## config.mk

```make
export PLATFORM = sky130hd
export DESIGN_NAME = debug_uart_tx_flat
export DESIGN_NICKNAME = d
export VERILOG_FILES = /design/src/rtl/debug_uart_tx_if.sv /design/src/rtl/debug_uart_tx.sv /design/src/flat_wrapper.sv
export SDC_FILE = /design/constraint.sdc
export NUM_CORES = 1
export LEC_CHECK = 0
export BUFFER_PORTS_ARGS = -buffer_cell sky130_fd_sc_hd__buf_2
export CELL_PAD_IN_SITES_DETAIL_PLACEMENT = 0
export CELL_PAD_IN_SITES_GLOBAL_PLACEMENT = 1
export CORE_MARGIN = 10
export CORE_UTILIZATION = 35
export DETAILED_ROUTE_END_ITERATION = 16
export GPL_TIMING_DRIVEN = 0
export PLACE_DENSITY_LB_ADDON = 0.1
export REMOVE_ABC_BUFFERS = 1
export SETUP_SLACK_MARGIN = 0.5
export SYNTH_ARGS = -nofsm -noshare
export SYNTH_HDL_FRONTEND = slang
export SYNTH_SLANG_ARGS = --single-unit
```

## constraint.sdc

```tcl
create_clock -name clk -period 2.1 [get_ports clk]
set_clock_uncertainty 0.1 [all_clocks]
set_input_delay 0.105 -clock clk [delete_from_list [all_inputs] [get_ports clk]]
set_output_delay 0.105 -clock clk [all_outputs]
set_load 0.01 [all_outputs]
```

## src/rtl/debug_uart_tx_if.sv

```systemverilog
// Debug UART transmitter bundle: frame request and CPU debug bytes in, serial line and status out.
interface debug_uart_tx_if;
    logic       start;
    logic [7:0] debug_port1;
    logic [7:0] debug_port2;
    logic [7:0] debug_port3;
    logic [7:0] debug_port4;
    logic [7:0] debug_port5;
    logic [7:0] debug_port6;
    logic [7:0] debug_port7;
    logic       tx;
    logic       busy;
    logic       done;

    modport master (
        output start, debug_port1, debug_port2, debug_port3, debug_port4,
               debug_port5, debug_port6, debug_port7,
        input  tx, busy, done
    );

    modport slave (
        input  start, debug_port1, debug_port2, debug_port3, debug_port4,
               debug_port5, debug_port6, debug_port7,
        output tx, busy, done
    );
endinterface

```

## src/rtl/debug_uart_tx.sv

```systemverilog
// 8N1 frame sender: SYNC_BYTE + 7 snapshotted debug bytes (+ XOR checksum when DEBUG_TX_CHECKSUM_EN is defined).
// tx falls the cycle after start is taken; no backpressure, start is ignored while busy and on the done edge.
module debug_uart_tx #(
    parameter int unsigned CLKS_PER_BIT = 434,
    parameter logic [7:0]  SYNC_BYTE    = 8'hA5
) (
    input  logic          clk,
    input  logic          rst,
    debug_uart_tx_if.slave bus
);

    localparam int unsigned      CNT_W     = $clog2(CLKS_PER_BIT);
    localparam logic [CNT_W-1:0] BAUD_LAST = CNT_W'(CLKS_PER_BIT - 1);
`ifdef DEBUG_TX_CHECKSUM_EN
    localparam int unsigned      NUM_BYTES = 9;
`else
    localparam int unsigned      NUM_BYTES = 8;
`endif
    localparam logic [3:0]       LAST_BYTE = 4'(NUM_BYTES - 1);

    localparam logic [1:0] IDLE      = 2'd0;
    localparam logic [1:0] START_BIT = 2'd1;
    localparam logic [1:0] DATA_BITS = 2'd2;
    localparam logic [1:0] STOP_BIT  = 2'd3;

    logic [1:0]       state;
    logic [CNT_W-1:0] baud_cnt;
    logic [2:0]       bit_idx;
    logic [3:0]       byte_idx;
    logic [7:0]       snap [1:7];
    logic [7:0]       cur_byte;
    logic [2:0]       bit_next;
    logic             tx_q;
    logic             busy_q;
    logic             done_q;

    assign bus.tx   = tx_q;
    assign bus.busy = busy_q;
    assign bus.done = done_q;
    assign bit_next = bit_idx + 3'd1;

    always_comb begin
        cur_byte = SYNC_BYTE;
        case (byte_idx)
            4'd1:    cur_byte = snap[1];
            4'd2:    cur_byte = snap[2];
            4'd3:    cur_byte = snap[3];
            4'd4:    cur_byte = snap[4];
            4'd5:    cur_byte = snap[5];
            4'd6:    cur_byte = snap[6];
            4'd7:    cur_byte = snap[7];
`ifdef DEBUG_TX_CHECKSUM_EN
            4'd8:    cur_byte = snap[1] ^ snap[2] ^ snap[3] ^ snap[4]
                              ^ snap[5] ^ snap[6] ^ snap[7];
`endif
            default: cur_byte = SYNC_BYTE;
        endcase
    end

    always_ff @(posedge clk or posedge rst) begin
        if (rst) begin
            state    <= IDLE;
            baud_cnt <= '0;
            bit_idx  <= '0;
            byte_idx <= '0;
            tx_q     <= 1'b1;
            busy_q   <= 1'b0;
            done_q   <= 1'b0;
            for (int i = 1; i <= 7; i++) snap[i] <= '0;
        end else begin
            done_q <= 1'b0;
            case (state)
                IDLE: begin
                    if (bus.start) begin
                        snap[1]  <= bus.debug_port1;
                        snap[2]  <= bus.debug_port2;
                        snap[3]  <= bus.debug_port3;
                        snap[4]  <= bus.debug_port4;
                        snap[5]  <= bus.debug_port5;
                        snap[6]  <= bus.debug_port6;
                        snap[7]  <= bus.debug_port7;
                        state    <= START_BIT;
                        baud_cnt <= '0;
                        bit_idx  <= '0;
                        byte_idx <= '0;
                        tx_q     <= 1'b0;
                        busy_q   <= 1'b1;
                    end
                end
                START_BIT: begin
                    if (baud_cnt == BAUD_LAST) begin
                        baud_cnt <= '0;
                        bit_idx  <= '0;
                        state    <= DATA_BITS;
                        tx_q     <= cur_byte[0];
                    end else begin
                        baud_cnt <= baud_cnt + 1'b1;
                    end
                end
                DATA_BITS: begin
                    if (baud_cnt == BAUD_LAST) begin
                        baud_cnt <= '0;
                        bit_idx  <= bit_next;
                        if (bit_idx == 3'd7) begin
                            state <= STOP_BIT;
                            tx_q  <= 1'b1;
                        end else begin
                            tx_q  <= cur_byte[bit_next];
                        end
                    end else begin
                        baud_cnt <= baud_cnt + 1'b1;
                    end
                end
                default: begin
                    if (baud_cnt == BAUD_LAST) begin
                        baud_cnt <= '0;
                        // Last stop bit: leave on the same edge that raises done.
                        if (byte_idx == LAST_BYTE) begin
                            state    <= IDLE;
                            byte_idx <= '0;
                            busy_q   <= 1'b0;
                            done_q   <= 1'b1;
                            tx_q     <= 1'b1;
                        end else begin
                            byte_idx <= byte_idx + 4'd1;
                            state    <= START_BIT;
                            tx_q     <= 1'b0;
                        end
                    end else begin
                        baud_cnt <= baud_cnt + 1'b1;
                    end
                end
            endcase
        end
    end

endmodule

```

## src/flat_wrapper.sv

```systemverilog
// flat-port wrapper written by rule: the top's interface ports become plain ports
module debug_uart_tx_flat 
#(
    parameter int unsigned CLKS_PER_BIT = 434,
    parameter logic [7:0]  SYNC_BYTE    = 8'hA5
)
  (clk, rst, bus_start, bus_debug_port1, bus_debug_port2, bus_debug_port3, bus_debug_port4, bus_debug_port5, bus_debug_port6, bus_debug_port7, bus_tx, bus_busy, bus_done);
  debug_uart_tx_if bus_i ();
  input  logic clk;
  input  logic rst;
  input wire logic [$bits(bus_i.start)-1:0] bus_start;
  input wire logic [$bits(bus_i.debug_port1)-1:0] bus_debug_port1;
  input wire logic [$bits(bus_i.debug_port2)-1:0] bus_debug_port2;
  input wire logic [$bits(bus_i.debug_port3)-1:0] bus_debug_port3;
  input wire logic [$bits(bus_i.debug_port4)-1:0] bus_debug_port4;
  input wire logic [$bits(bus_i.debug_port5)-1:0] bus_debug_port5;
  input wire logic [$bits(bus_i.debug_port6)-1:0] bus_debug_port6;
  input wire logic [$bits(bus_i.debug_port7)-1:0] bus_debug_port7;
  output wire logic [$bits(bus_i.tx)-1:0] bus_tx;
  output wire logic [$bits(bus_i.busy)-1:0] bus_busy;
  output wire logic [$bits(bus_i.done)-1:0] bus_done;
  assign bus_i.start = bus_start;
  assign bus_i.debug_port1 = bus_debug_port1;
  assign bus_i.debug_port2 = bus_debug_port2;
  assign bus_i.debug_port3 = bus_debug_port3;
  assign bus_i.debug_port4 = bus_debug_port4;
  assign bus_i.debug_port5 = bus_debug_port5;
  assign bus_i.debug_port6 = bus_debug_port6;
  assign bus_i.debug_port7 = bus_debug_port7;
  assign bus_tx = bus_i.tx;
  assign bus_busy = bus_i.busy;
  assign bus_done = bus_i.done;
  debug_uart_tx #(.CLKS_PER_BIT(CLKS_PER_BIT), .SYNC_BYTE(SYNC_BYTE)) u_core (.clk(clk), .rst(rst), .bus(bus_i));
endmodule
```

=== Word-level counts from Yosys, hierarchy flattened ===
Index checks and enable logic that the tools add are counted.

* $add $sub $neg: 3
* Multipliers: 0
* Div/mod/pow operators: 0
* Magnitude comparators: 1
* Eq/ne operators: 15
* Shifts and indexed selects: 0
* Multiplexer cells: 34
* Bitwise logic cells: 1
* Reductions and logical operators: 12

{| class="wikitable"
|+ Operators with widths
! cell !! count
|-
| one-hot mux 8 bit (7 select lines) || 1
|-
| two-way mux 9 bit || 3
|-
| equality test 4 x 3 -> 1 bit (second input constant) || 4
|-
| two-way mux 1 bit || 13
|-
| two-way mux 4 bit || 3
|-
| AND reduction 4 bit || 3
|-
| two-way mux 2 bit || 5
|-
| adder 9 x 1 -> 9 bit (second input constant) || 1
|-
| equality test 9 bit (second input constant) || 1
|-
| two-way mux 3 bit || 3
|-
| one-hot mux 3 bit (3 select lines) || 1
|-
| equality test 4 x 2 -> 1 bit (second input constant) || 2
|-
| one-hot mux 4 bit (2 select lines) || 1
|-
| inequality test 2 x 1 -> 1 bit (second input constant) || 3
|-
| one-hot mux 2 bit (3 select lines) || 1
|-
| AND reduction 5 bit || 1
|-
| adder 4 x 1 -> 4 bit (second input constant) || 1
|-
| equality test 4 x 1 -> 1 bit (second input constant) || 1
|-
| < comparator 3 x 4 -> 1 bit (second input constant) || 1
|-
| nonzero test 2 bit || 2
|-
| adder 3 x 1 -> 3 bit (second input constant) || 1
|-
| binary-select mux 1 bit (select 3 bit) || 1
|-
| equality test 3 bit (second input constant) || 1
|-
| one-hot mux 1 bit (3 select lines) || 1
|-
| other kinds (11) || 11
|}

* Bits in registers: 77
* Bits in latches: 0
* Bits in writable memories: 0
* Bits in read-only memories: 0
* Bits of input ports: 59
* Word-level logic and storage cells: 80
* Memories kept: 0

=== Longest topological paths before layout ===
* Depth in word-level cells: 7
* Gate-level depth with buffers: 10

=== Worst setup path before layout ===
OpenSTA, ideal clock, no wires.

* Kind: flip-flop to flip-flop
* From: reg u_core.byte_idx[0]
* To: reg u_core.tx_q (netlist: u_core.bus.tx)
* Library setup time: 105 ps
* Arrival: 1927 ps
* Data required time: 1895 ps
* Slack: -32 ps
* Cell stages (with the launch flop): 10
* Period minus slack after synthesis: 2132 ps
* Cells stage by stage: dfrtp_1 inv_1 ha_1 buf_6 a2111oi_4 or2_1 a21oi_1 a21oi_1 a2111oi_1 o41ai_1

* Cells in the longest elaborated chain, start to end: 7
* Elaborated cells between the ends (all ways): 16
* Those cells by class: 7 x eq/ne; 9 x mux

{| class="wikitable"
|+ RTL lines
! element !! RTL line !! source
|-
| start, declared || debug_uart_tx.sv:29 || <nowiki>logic [3:0] byte_idx;</nowiki>
|-
| start signal, assigned || debug_uart_tx.sv:125 || <nowiki>byte_idx <= byte_idx + 4'd1;</nowiki>
|-
| equality test 4 x 3 -> 1 bit, or another cell as far along || debug_uart_tx.sv:44, debug_uart_tx.sv:118 ||
|-
| one-hot mux 8 bit (7 select lines) || debug_uart_tx.sv:44 || <nowiki>case (byte_idx)</nowiki>
|-
| binary-select mux 1 bit (select 3 bit) || debug_uart_tx.sv:108 || <nowiki>tx_q <= cur_byte[bit_next];</nowiki>
|-
| two-way mux 1 bit (not written as such) || debug_uart_tx.sv:108 ||
|-
| two-way mux 1 bit || debug_uart_tx.sv:104 || <nowiki>if (bit_idx == 3'd7) begin</nowiki>
|-
| two-way mux 1 bit || debug_uart_tx.sv:101 || <nowiki>if (baud_cnt == BAUD_LAST) begin</nowiki>
|-
| one-hot mux 1 bit (3 select lines) (*) || debug_uart_tx.sv:72 || <nowiki>case (state)</nowiki>
|-
| end signal, assigned || debug_uart_tx.sv:95 || <nowiki>tx_q <= cur_byte[0];</nowiki>
|-
| end signal, assigned || debug_uart_tx.sv:108 ||
|-
| end, declared || debug_uart_tx.sv:33 || <nowiki>logic tx_q;</nowiki>
|}

Mark *: on every way between the ends. The rest lies on a longest branch, timed or not. The select of a mux whose other input is x is not followed.
A chain may end at the register's enable or synchronous reset.

=== Worst setup path in the final report ===
Same ends and word-level chain as after synthesis.

==> qor.yml <==
run_status:
  outcome: "finished, violations left"
  violations: "negative setup slack"
placement:
  dpl.hpwl_um: 6420
  dp_slack_ns: -0.811
  post_dp_cell_area_um2: 4230
  gp_congestion: 0.730
  numPortBuffers: 61
floorplan:
  chipWidth_um: 124
  core_area_um2: 10700
  die_y_um: 124
  die_area_um2: 15500
  ioPinCount: 62
  std_cell_rows: 38
  initial_core_util: 0.354
pwr:
  switchingPower_mw: 2.80
  comb_power_share: 0.513
  p_seq_frac: 0.344
  total_power_mw: 7.91
  p_int_mw: 5.11
  p_clk_frac: 0.143
  switching_share: 0.354
  p_leak_nw: 2.69
  power-per-cell-area_nw_per_um2: 1330
  peakVddDrop_uv: 558
routing:
  drtPass1Iterations: 4
  avgViaCountPerCell: 5.05
  drtIter0Drc: 136
  wl_per_cell_um: 17.8
  antenna_left: 0
  vias: 3213
  wirelength_um: 11300
  drc: 0
final_layout:
  seq_area_um2: 1930
  drive_above_1_share: 0.462
  nNetsFinal: 562
  fin_area_um2: 5950
  num_antenna_cells: 0
  fin_util: 0.553
  multi_input_area_um2: 2160
  areaGrowthSynthToFinish_pct: 56.2
  nFillCells: 939
timing:
  max_freq_mhz: 440
  period_minus_slack_ns: 2.27
  whs_ns: 0.0664
  fin_ws_ns: -0.174
  fin_crit_sh: 1.08
  finalHoldViolCount: 0
  rsz0062_at_grt: "yes"
  slew_headroom: 0.674
  worst_pin_slew_ns: 0.490
  setup_viol: 1
  slew_violations: 0
synthesis:
  ys_seq_elements: 77
  ys_warn_count: 0
  avgSynthCellArea_um2: 11.4
  synth_cells: 334
  synth.cell_area_um2: 3810
  synth_flop_cell: "dfrtp_1"
  ys_types: 49
  synth_edf_count: 0
  ys_seq_area_frac: 0.506
  ys_async_sr_fraction: 1.00
clocking:
  cts_tree: "yes"
  cts_root_buffer: "clkbuf_8"
  cts_sinks: 77
  path_clk_slew_ns: 0.08
  clk_latency_ns: 0.35
  cts_made_buffers: 9
  cts_max_path_buffers: 2
  h-tree-depth: 3
setup_path:
  crit_chain: "inv_4 > ha_4 > a222oi_1 > nand3_1 > a21oi_1 > a21oi_1 > a2111oi_1 > o41ai_1"
  critPathArrivalTime_ns: 2.44
  slowest_delay_ns: 0.48
  crit_family: "compound AO/OA/AOI/OAI gates"
  cp.depth: 8
  worst_setup_path_end_kind: "flop"
  cp.required_ns: 2.27
  worstPathMaxFanout: 6
  r2r_cells: 8
  crit_buf_inv: 1
  critPathMostFrequentCell: "a21oi_1"
  crit_slowest_cell: "dfrtp_2"
  path_class: "reg2reg"
  start_kind: "flop"
min_path:
  hp-class: "in2reg"
  hold-path-cell-count: 2
global_route:
  grt_antenna_before_repair: 0
  grt_pass1_vias: 3473
  grt_pass1_wl_um: 17600
  grt-ovfl-total: 0
  grt_max_degree: 48
  grtUsageTotal: 0.138
run:
  drv_cap: 0
## per-stage QoR
stage / TNS, ns / instances
after global routing: -0.403 / 636
after CTS: -0.152 / 624
after floorplan: -32.46 / 315
final: -0.174 / 636
after global placement: -171.76 / 516
after detailed placement: -10.19 / 518
## layout make-up
class	count	area share
multi-input cells	229	0.364
flip-flops and latches	77	0.325
repair buffers	163	0.240
well taps	140	0.0295
clock buffers	10	0.0231
clock inverters	6	0.0105
inverters	11	0.00778
## cell usage in the layout (no fill, tap or decap), types with 3 or more instances in the layout
| cell type | netlist | layout |
|---|---|---|
| a22oi_1 | 8 | 8 |
| nand2b_1 | 4 | 3 |
| inv_1 | 11 | 5 |
| nand2_2 | 0 | 3 |
| nor3_1 | 3 | 3 |
| a221oi_1 | 4 | 3 |
| clkbuf_16 | 0 | 3 |
| buf_6 | 2 | 9 |
| clkbuf_8 | 0 | 10 |
| mux2_2 | 56 | 11 |
| a21oi_1 | 13 | 10 |
| nor2_1 | 17 | 12 |
| buf_4 | 4 | 24 |
| dlygate4sd3_1 | 0 | 57 |
| a222oi_1 | 3 | 3 |
| ha_4 | 0 | 6 |
| a31oi_1 | 4 | 3 |
| nor2_2 | 0 | 4 |
| clkinvlp_4 | 0 | 3 |
| o21ai_2 | 0 | 4 |
| inv_2 | 0 | 4 |
| a21oi_2 | 0 | 3 |
| buf_2 | 6 | 61 |
| ha_1 | 12 | 5 |
| nand2_1 | 32 | 28 |
| buf_16 | 0 | 3 |
| nand3_1 | 9 | 7 |
| buf_12 | 0 | 5 |
| o21ai_1 | 1 | 18 |
| xor2_1 | 3 | 3 |
| dfrtp_1 | 76 | 74 |
| mux2i_1 | 4 | 4 |
| mux2_4 | 0 | 45 |
## cell families (layout without fill, tap and decap cells)
logic type,after synthesis,after routing,share of synthesized area
and+or+nand+nor,79,81,0.0986
DFF,77,77,0.506
AOI/OAI and AO/OA,73,73,0.133
muxes,60,60,0.176
buffers and inverters,30,190,0.0394
adders and majority gates,12,12,0.0394
xor gates and xnor gates,3,3,0.00690
## metal layers
| metal | wire length (um) | GRT usage | part of all wire |
|---|---|---|---|
| met4 | 221 | 0.0583 | 0.020 |
| met1 | 5400 | 0.176 | 0.48 |
| met3 | 367 | 0.0289 | 0.032 |
| met5 | 0 | 0 | 0 |
| met2 | 5350 | 0.223 | 0.47 |
## cell usage after synthesis, types with 2 or more instances
| cell | instances | area [um2] |
|---|---|---|
| a21oi_1 | 13 | 65.1 |
| a221oi_1 | 4 | 35.0 |
| a222oi_1 | 3 | 30.0 |
| a22oi_1 | 8 | 60.1 |
| a311oi_1 | 2 | 17.5 |
| a31oi_1 | 4 | 25.0 |
| and3_1 | 3 | 18.8 |
| buf_2 | 6 | 30.0 |
| buf_4 | 4 | 30.0 |
| buf_6 | 2 | 22.5 |
| clkbuf_1 | 7 | 26.3 |
| dfrtp_1 | 76 | 1900 |
| ha_1 | 12 | 150 |
| inv_1 | 11 | 41.3 |
| mux2_2 | 56 | 631 |
| mux2i_1 | 4 | 40.0 |
| nand2_1 | 32 | 120 |
| nand2b_1 | 4 | 25.0 |
| nand3_1 | 9 | 45.0 |
| nand4_1 | 2 | 12.5 |
| nor2_1 | 17 | 63.8 |
| nor3_1 | 3 | 15.0 |
| o211ai_1 | 2 | 15.0 |
| o21ai_0 | 22 | 110 |
| o311ai_0 | 2 | 17.5 |
| xor2_1 | 3 | 26.3 |
## state kept, by name, indices dropped and copies added (netlist names)
name	flops
u_core.state	2
u_core.bus.busy	1
u_core.byte_idx	4
u_core.snap	56
u_core.baud_cnt	9
u_core.bus.done	1
u_core.bus.tx	1
u_core.bit_idx	3
## repair_timing
item,4_1_cts,5_1_grt
hold endpoints to repair,85,0
resized for setup,71,66
pin swaps,21,10
setup endpoints to repair,77,53
gates cloned,3,4
buffers inserted,30,8
hold buffers,57,0
## power groups by stage
stage,Combinational [mW],Clock [mW],Sequential [mW]
after detailed placement,2.39,0,2.68
after CTS,3.34,1.17,2.67
after floorplan,1.84,0,2.52
final,4.06,1.13,2.72
after global placement,2.38,0,2.65
after global routing,4.37,1.24,2.81
## final timing paths
path,slack (ns),end,start
max in group asynchronous,1.11,u_core.snap[49]$_DFFE_PP0P_,rst
min,0.07,u_core.byte_idx[2]$_DFFE_PP0P_,bus_start
max reg2reg,-0.17,u_core.bus.tx$_DFFE_PP1P_,u_core.byte_idx[0]$_DFFE_PP0P_
min in group asynchronous,0.21,u_core.baud_cnt[0]$_DFFE_PP0N_,rst
min reg2reg,0.41,u_core.snap[1]$_DFFE_PP0P_,u_core.snap[1]$_DFFE_PP0P_
max,-0.17,u_core.bus.tx$_DFFE_PP1P_,u_core.byte_idx[0]$_DFFE_PP0P_
Power figures use the tool's default switching activity.
